## src/rtl/axi_burst_master.sv

```systemverilog
// AXI4 burst master: independent write (AW/W/B) and read (AR/R) engines, INCR bursts of 1..256 beats,
// with optional rejection of bursts that would cross a 4 KB page.
module axi_burst_master #(
    parameter int DATA_WIDTH     = 32,
    parameter int ADDR_WIDTH     = 32,
    parameter bit BOUNDARY_CHECK = 1'b1
) (
    input  logic                    aclk,
    input  logic                    aresetn,
    // user write side
    input  logic                    wr_req,
    input  logic [ADDR_WIDTH-1:0]   wr_addr,
    input  logic [7:0]              wr_len,
    input  logic [DATA_WIDTH-1:0]   wr_data,
    input  logic [DATA_WIDTH/8-1:0] wr_strb,
    input  logic                    wr_valid,
    output logic                    wr_ready,
    output logic                    wr_done,
    output logic [1:0]              wr_resp,
    output logic                    wr_busy,
    // user read side
    input  logic                    rd_req,
    input  logic [ADDR_WIDTH-1:0]   rd_addr,
    input  logic [7:0]              rd_len,
    output logic [DATA_WIDTH-1:0]   rd_data,
    output logic                    rd_valid,
    input  logic                    rd_ready,
    output logic                    rd_done,
    output logic [1:0]              rd_resp,
    output logic                    rd_busy,
    // AXI write address / data / response
    output logic [ADDR_WIDTH-1:0]   m_axi_awaddr,
    output logic [7:0]              m_axi_awlen,
    output logic [2:0]              m_axi_awsize,
    output logic [1:0]              m_axi_awburst,
    output logic [2:0]              m_axi_awprot,
    output logic                    m_axi_awvalid,
    input  logic                    m_axi_awready,
    output logic [DATA_WIDTH-1:0]   m_axi_wdata,
    output logic [DATA_WIDTH/8-1:0] m_axi_wstrb,
    output logic                    m_axi_wlast,
    output logic                    m_axi_wvalid,
    input  logic                    m_axi_wready,
    input  logic [1:0]              m_axi_bresp,
    input  logic                    m_axi_bvalid,
    output logic                    m_axi_bready,
    // AXI read address / data
    output logic [ADDR_WIDTH-1:0]   m_axi_araddr,
    output logic [7:0]              m_axi_arlen,
    output logic [2:0]              m_axi_arsize,
    output logic [1:0]              m_axi_arburst,
    output logic [2:0]              m_axi_arprot,
    output logic                    m_axi_arvalid,
    input  logic                    m_axi_arready,
    input  logic [DATA_WIDTH-1:0]   m_axi_rdata,
    input  logic [1:0]              m_axi_rresp,
    input  logic                    m_axi_rlast,
    input  logic                    m_axi_rvalid,
    output logic                    m_axi_rready
);
    localparam int BYTES = DATA_WIDTH / 8;
    localparam int LSB   = $clog2(BYTES);
    localparam logic [ADDR_WIDTH-1:0] ALIGN_MASK = ~ADDR_WIDTH'(BYTES - 1);
    localparam logic [2:0] AX_SIZE = 3'(LSB);

    typedef enum logic [1:0] {W_IDLE, W_XFER, W_RESP, W_REJ} w_state_e;
    typedef enum logic [1:0] {R_IDLE, R_ADDR, R_DATA, R_REJ} r_state_e;

    w_state_e              w_state_q;
    logic [ADDR_WIDTH-1:0] w_addr_q;
    logic [7:0]            w_len_q;
    logic [7:0]            w_cnt_q;
    logic                  w_last_seen_q;
    logic                  aw_valid_q;
    logic                  wr_done_q;
    logic [1:0]            wr_resp_q;

    r_state_e              r_state_q;
    logic [ADDR_WIDTH-1:0] r_addr_q;
    logic [7:0]            r_len_q;
    logic [7:0]            r_cnt_q;
    logic                  rd_done_q;
    logic [1:0]            rd_resp_q;

    logic [ADDR_WIDTH-1:0] wr_addr_al, rd_addr_al;
    logic [13:0]           wr_end_d, rd_end_d;
    logic                  wr_reject_d, rd_reject_d;
    logic                  w_xfer, w_hs, r_hs;
    logic [1:0]            rresp_max_d;

    assign wr_addr_al = wr_addr & ALIGN_MASK;
    assign rd_addr_al = rd_addr & ALIGN_MASK;

    // 14-bit end offset: max is 4095 + 256*16, so the sum cannot wrap
    assign wr_end_d    = {2'b00, wr_addr_al[11:0]} + (({6'b0, wr_len} + 14'd1) << LSB);
    assign rd_end_d    = {2'b00, rd_addr_al[11:0]} + (({6'b0, rd_len} + 14'd1) << LSB);
    assign wr_reject_d = BOUNDARY_CHECK && (wr_end_d > 14'd4096);
    assign rd_reject_d = BOUNDARY_CHECK && (rd_end_d > 14'd4096);

    assign w_xfer        = (w_state_q == W_XFER);
    assign m_axi_awaddr  = w_addr_q;
    assign m_axi_awlen   = w_len_q;
    assign m_axi_awsize  = AX_SIZE;
    assign m_axi_awburst = 2'b01;
    assign m_axi_awprot  = 3'b000;
    assign m_axi_awvalid = aw_valid_q;
    assign m_axi_wdata   = wr_data;
    assign m_axi_wstrb   = wr_strb;
    assign m_axi_wvalid  = w_xfer && !w_last_seen_q && wr_valid;
    assign m_axi_wlast   = w_xfer && (w_cnt_q == w_len_q);
    assign wr_ready      = w_xfer && !w_last_seen_q && m_axi_wready;
    assign m_axi_bready  = (w_state_q == W_RESP);
    assign w_hs          = m_axi_wvalid && m_axi_wready;
    assign wr_done       = wr_done_q;
    assign wr_resp       = wr_resp_q;
    assign wr_busy       = (w_state_q != W_IDLE);

    always_ff @(posedge aclk or negedge aresetn) begin
        if (!aresetn) begin
            w_state_q     <= W_IDLE;
            w_addr_q      <= '0;
            w_len_q       <= '0;
            w_cnt_q       <= '0;
            w_last_seen_q <= 1'b0;
            aw_valid_q    <= 1'b0;
            wr_done_q     <= 1'b0;
            wr_resp_q     <= 2'b00;
        end else begin
            wr_done_q <= 1'b0;
            case (w_state_q)
                W_IDLE: if (wr_req) begin
                    w_addr_q      <= wr_addr_al;
                    w_len_q       <= wr_len;
                    w_cnt_q       <= '0;
                    w_last_seen_q <= 1'b0;
                    if (wr_reject_d) begin
                        w_state_q <= W_REJ;
                    end else begin
                        w_state_q  <= W_XFER;
                        aw_valid_q <= 1'b1;
                    end
                end
                W_XFER: begin
                    if (m_axi_awready) aw_valid_q <= 1'b0;
                    if (w_hs) begin
                        w_cnt_q <= w_cnt_q + 8'd1;
                        if (m_axi_wlast) w_last_seen_q <= 1'b1;
                    end
                    // AW and the final W beat may complete in either order or together
                    if ((!aw_valid_q || m_axi_awready) && (w_last_seen_q || (w_hs && m_axi_wlast)))
                        w_state_q <= W_RESP;
                end
                W_RESP: if (m_axi_bvalid) begin
                    wr_resp_q <= m_axi_bresp;
                    wr_done_q <= 1'b1;
                    w_state_q <= W_IDLE;
                end
                W_REJ: begin
                    wr_resp_q <= 2'b10;
                    wr_done_q <= 1'b1;
                    w_state_q <= W_IDLE;
                end
                default: w_state_q <= W_IDLE;
            endcase
        end
    end

    assign m_axi_araddr  = r_addr_q;
    assign m_axi_arlen   = r_len_q;
    assign m_axi_arsize  = AX_SIZE;
    assign m_axi_arburst = 2'b01;
    assign m_axi_arprot  = 3'b000;
    assign m_axi_arvalid = (r_state_q == R_ADDR);
    assign m_axi_rready  = (r_state_q == R_DATA) && rd_ready;
    assign rd_valid      = (r_state_q == R_DATA) && m_axi_rvalid;
    assign rd_data       = m_axi_rdata;
    assign r_hs          = m_axi_rvalid && m_axi_rready;
    assign rresp_max_d   = (m_axi_rresp > rd_resp_q) ? m_axi_rresp : rd_resp_q;
    assign rd_done       = rd_done_q;
    assign rd_resp       = rd_resp_q;
    assign rd_busy       = (r_state_q != R_IDLE);

    always_ff @(posedge aclk or negedge aresetn) begin
        if (!aresetn) begin
            r_state_q <= R_IDLE;
            r_addr_q  <= '0;
            r_len_q   <= '0;
            r_cnt_q   <= '0;
            rd_done_q <= 1'b0;
            rd_resp_q <= 2'b00;
        end else begin
            rd_done_q <= 1'b0;
            case (r_state_q)
                R_IDLE: if (rd_req) begin
                    r_addr_q  <= rd_addr_al;
                    r_len_q   <= rd_len;
                    r_cnt_q   <= '0;
                    rd_resp_q <= 2'b00;
                    r_state_q <= rd_reject_d ? R_REJ : R_ADDR;
                end
                R_ADDR: if (m_axi_arready) r_state_q <= R_DATA;
                R_DATA: if (r_hs) begin
                    r_cnt_q <= r_cnt_q + 8'd1;
                    if (m_axi_rlast) begin
                        // early or late RLAST means the slave broke the burst length
                        rd_resp_q <= (r_cnt_q != r_len_q) ? 2'b10 : rresp_max_d;
                        rd_done_q <= 1'b1;
                        r_state_q <= R_IDLE;
                    end else begin
                        rd_resp_q <= rresp_max_d;
                    end
                end
                R_REJ: begin
                    rd_resp_q <= 2'b10;
                    rd_done_q <= 1'b1;
                    r_state_q <= R_IDLE;
                end
                default: r_state_q <= R_IDLE;
            endcase
        end
    end

endmodule
```

## config.mk

```make
export PLATFORM = sky130hd
export DESIGN_NAME = axi_burst_master
export DESIGN_NICKNAME = d
export VERILOG_FILES = /design/src/rtl/axi_burst_master.sv
export SDC_FILE = /design/constraint.sdc
export NUM_CORES = 1
export LEC_CHECK = 0
export ABC_AREA = 1
export BUFFER_PORTS_ARGS = -buffer_cell sky130_fd_sc_hd__buf_2
export CAP_MARGIN = 5
export CORE_MARGIN = 5
export CORE_UTILIZATION = 42
export DETAILED_ROUTE_END_ITERATION = 16
export PLACE_DENSITY = 0.8
export SYNTH_ARGS = -nofsm -noshare
export SYNTH_HDL_FRONTEND = slang
export SYNTH_SLANG_ARGS = --single-unit
```

## constraint.sdc

```tcl
create_clock -name aclk -period 1.51 [get_ports aclk]
set_input_delay 0 -clock aclk [delete_from_list [all_inputs] [get_ports aclk]]
set_output_delay 0 -clock aclk [all_outputs]
set_load 0.01 [all_outputs]
```

==> results.py <==
metrics = {
    "grt": {
        "maximum_number_of_pins_on_one_net_before_global_route_repair": 48,
        "gr-usage-all-layers_pct": 21.8,
        "grt_first_pass_wirelength_um": 31700,
        "grt_pass1_vias": 6671,
        "initial_antenna_violation_count": 0,
        "gr-total-overflow": 0,
    },
    "pwr": {
        "power.share.combinational_pct": 48.1,
        "pwr_per_cell_area_nw_per_um2": 1490,
        "share_clk_of_total_power_pct": 17.4,
        "seqPwrFrac_pct": 34.5,
        "switching_share_pct": 41.2,
        "power.switching_mw": 5.70,
        "vdd_ir_drop_max_mv": 0.819,
        "internal_power_mw": 8.12,
        "leakage_nw": 5.07,
    },
    "placed_design": {
        "place_area_um2": 7700,
        "dp_slack_ns": -0.709,
        "buffer_ports.inserted": 183,
        "place.detailed.hpwl_um": 13200,
        "gpl.final_weighted_congestion": 0.887,
        "dp.cells": 1214,
    },
    "clock_network": {
        "clock_insertion_delay_worst_skew_ns": 0.35,
        "clkTransAtPathRegs_ns": 0.08,
        "cts.htree.levels": 3,
        "clock_path_buffers": 2,
        "tritoncts_num_sinks": 104,
        "root_buffer": "clkbuf_16",
        "cts_made_buffers": 9,
        "tritoncts": "built",
    },
    "synthesis": {
        "async_set_reset_flop_share_out_of_synthesis_pct": 100,
        "synth.yosys.seq_area_share_pct": 40.2,
        "yosys-mux-area-fraction_pct": 0,
        "syn-cell-area_um2": 6470,
        "syn-mean-instance-area_um2": 7.53,
        "adder_cell_share_of_the_synthesized_area_pct": 5.84,
        "yosys.area.top_type_share_pct": 40.2,
        "synth_most_common_cell": "nand2_1",
        "number_of_enable_flip_flop_cells_after_synthesis": 0,
        "synthesized_flop_and_latch_total": 104,
        "ys_warn_count": 0,
        "synth_area_leaders": "dfrtp_1 (40%), nand2_1 (18%), buf_4 (10%), ha_1 (5.2%), inv_1 (4.8%)",
        "synth-compound-area-share_pct": 6.28,
        "synth_simple_gate_area_share_pct": 28.2,
        "ys_dominant_reg_cell": "dfrtp_1",
        "yosys.area.top_type": "dfrtp_1",
        "xor_and_xnor_area_share_after_synthesis_pct": 2.98,
        "netlist_top_cells_count": "nand2_1 (305), dfrtp_1 (104), buf_4 (88), inv_1 (83), nor2_1 (47)",
        "synth_cells": 860,
        "synth_top_family_by_area": "simple AND/OR/NAND/NOR gates",
        "synth_cell_type_count": 35,
    },
    "critical_path": {
        "timing.critical_path.from_type": "input pin",
        "timing_worst_setup_path_type": "in2reg",
        "crit_slowest_cell": "ha_4",
        "cp.arrival_ns": 2.01,
        "largest_fanout_of_any_net_on_the_critical_path": 4,
        "cp_slowest_stage_delay_ns": 0.31,
        "cp_common_cell": "nand2_2",
        "worst_setup_path_end_kind": "flop",
        "crit_chain": "buf_12 -> inv_12 -> nor3_4 -> nand3_2 -> nor3_2 -> xor2_1 -> inv_1 -> ha_4 -> nand2_2 -> o21a_1 -> nand2_2 -> nand2_1 -> a21oi_2 -> nand2_2 -> buf_4 -> a21oi_2",
        "critPathRequiredTime_ns": 1.79,
    },
    "drt": {
        "route.antenna.remaining_nets": 0,
        "detail_route.wl_per_cell_um": 15.3,
        "initialDrtViolationCount": 309,
        "route.detailed.drc": 0,
        "drtPass1Iterations": 5,
        "vias_per_cell": 4.89,
        "wl_um": 20100,
        "route.vias.total": 6446,
    },
    "timing": {
        "time_the_final_worst_path_needs_with_i_o_delays_and_setup_ns": 1.72,
        "skew_ns": 0.00838,
        "post-route-worst-setup-slack_ns": -0.213,
        "setup_violations": 7,
        "fmaxAchievable_mhz": 580,
        "finalCritPeriodShare_pct": 114,
        "finalMaxSlewViolations": 0,
        "finalHoldViolCount": 0,
        "rsz0062_at_grt": "true",
    },
    "cells_and_area": {
        "flow.area_growth_from_synthesis_pct": 43.2,
        "regArea_um2": 2600,
        "design.final.nets": 1319,
        "final_cell_count_no_fill": 1319,
        "design_area_um2": 9270,
        "antenna_cells": 0,
        "layout.core_utilization_pct": 61.2,
        "final.fill_count": 1175,
        "final_layout_size_suffix_gt1_share_pct": 34.3,
        "combined_area_of_the_multi_input_logic_cells_um2": 3340,
    },
    "outcome": {
        "status": "complete, but fails checks",
        "failed_checks": "setup timing",
    },
    "run": {
        "max_cap_viol_count": 0,
    },
    "floorplanning": {
        "initial_core_util_pct": 42.7,
        "die_w_um": 134,
        "height_of_the_chip_um": 134,
        "rows": 45,
        "floorplan.io_pins": 344,
        "fp.dieArea_um2": 18000,
        "core_area_um2": 15100,
    },
    "worst_hold_path": {
        "type_of_the_most_critical_hold_path": "in2out",
    },
}
[flip-flops by register name (all words and copies together) (netlist names)]
name	count
wr_done	1
wr_resp	2
w_cnt_q	8
m_axi_awvalid	1
m_axi_awaddr	30
m_axi_arlen	8
rd_done	1
m_axi_awlen	8
r_state_q	2
rd_resp	2
w_state_q	2
m_axi_araddr	30
w_last_seen_q	1
r_cnt_q	8
[stage by stage]
stage / setup TNS [ns] / power [mW] / hold slack, ns
after floorplan: -0.676 / 8.17 / -0.296
after global placement: -1.74 / 10.4 / -0.0366
after detailed placement: -2.04 / 10.6 / -0.0304
after CTS: -0.373 / 13.6 / 0.0000686
after global routing: -1.81 / 14.8 / 0.0000151
final: -0.692 / 13.8 / 0.00000390
[power by group through the flow]
stage	Combinational, mW	Sequential (mW)	Clock [mW]
6_report	6.65	4.77	2.41
2_1_floorplan	3.00	5.17	0
5_1_grt	7.37	4.91	2.55
4_1_cts	6.38	4.72	2.47
3_3_place_gp	5.70	4.72	0
3_5_place_dp	5.88	4.76	0
[layout by cell type (no fill, tap or decap), types with 18 or more instances in the layout]
master and count:
a21oi_1 23, buf_2 175, buf_4 78, conb_1 20, dfrtp_1 103, dlygate4sd3_1 71, inv_1 72, nand2_1 292
nand3_1 31, nor2_1 37, o21ai_0 19, o21ai_1 18
[kinds of logic (layout without fill, tap and decap cells)]
logic type / count (synthesis) / in the layout
other cells: 2 / 20
fa+ha+maj: 29 / 29
buf+inv: 192 / 445
xor+xnor: 22 / 22
simple gates: 433 / 433
compound gates: 78 / 78
flops: 104 / 104
[path summary, 6_finish.rpt]
path / startpoint / endpoint / slack, ns / cells after the start
max in group asynchronous: aresetn / w_cnt_q[3]$_DFFE_PN0P_ / 0.81 / 3
hold reg to reg: m_axi_awaddr[20]$_DFFE_PN0P_ / m_axi_awaddr[20]$_DFFE_PN0P_ / 0.48 / 2
setup reg to reg: w_state_q[1]$_DFFE_PN0P_ / w_cnt_q[7]$_DFFE_PN0P_ / -0.03 / 11
setup / recovery: wr_len[1] / w_state_q[1]$_DFFE_PN0P_ / -0.21 / 16
hold / removal: m_axi_rdata[3] / rd_data[3] / 0.000004 / 0
min in group asynchronous: aresetn / r_state_q[0]$_DFFE_PN0P_ / 0.13 / 2
[cell type report]
class                      instances  area share, %
sequential                       104           28.1
tap                              188           2.54
timing repair buffer             341           26.3
clock buffer                       9           2.43
multi-input combinational        582           36.1
inverter                          88           3.72
clock inverter                     7          0.837
[metal layers]
metal  share of wire [%]  up-vias  wire [um]  global-route usage [%]
met5                   0        -          0                       0
met4                 2.3        0        454                    8.14
met3                 8.4       43       1690                    6.23
met2                  51      289      10300                    39.1
met1                  38     3018       7640                    24.6
li1                    -     3096          -                       -
[critical path: cells and delay by family]
family / cells / cell delay (ns)
xor gates and xnor gates: 1 / 0.16
AOI/OAI and AO/OA: 3 / 0.45
adders and majority gates: 1 / 0.31
and+or+nand+nor: 7 / 0.73
buffers and inverters: 4 / 0.35
[timing repair]
action,CTS,global route
gates cloned,0,0
endpoints found under the setup margin,21,89
setup buffers,15,4
gates resized for setup,69,34
hold buffers,71,0
endpoints found under the hold margin,174,0
pin swaps,44,12
Power figures use the tool's default switching activity.
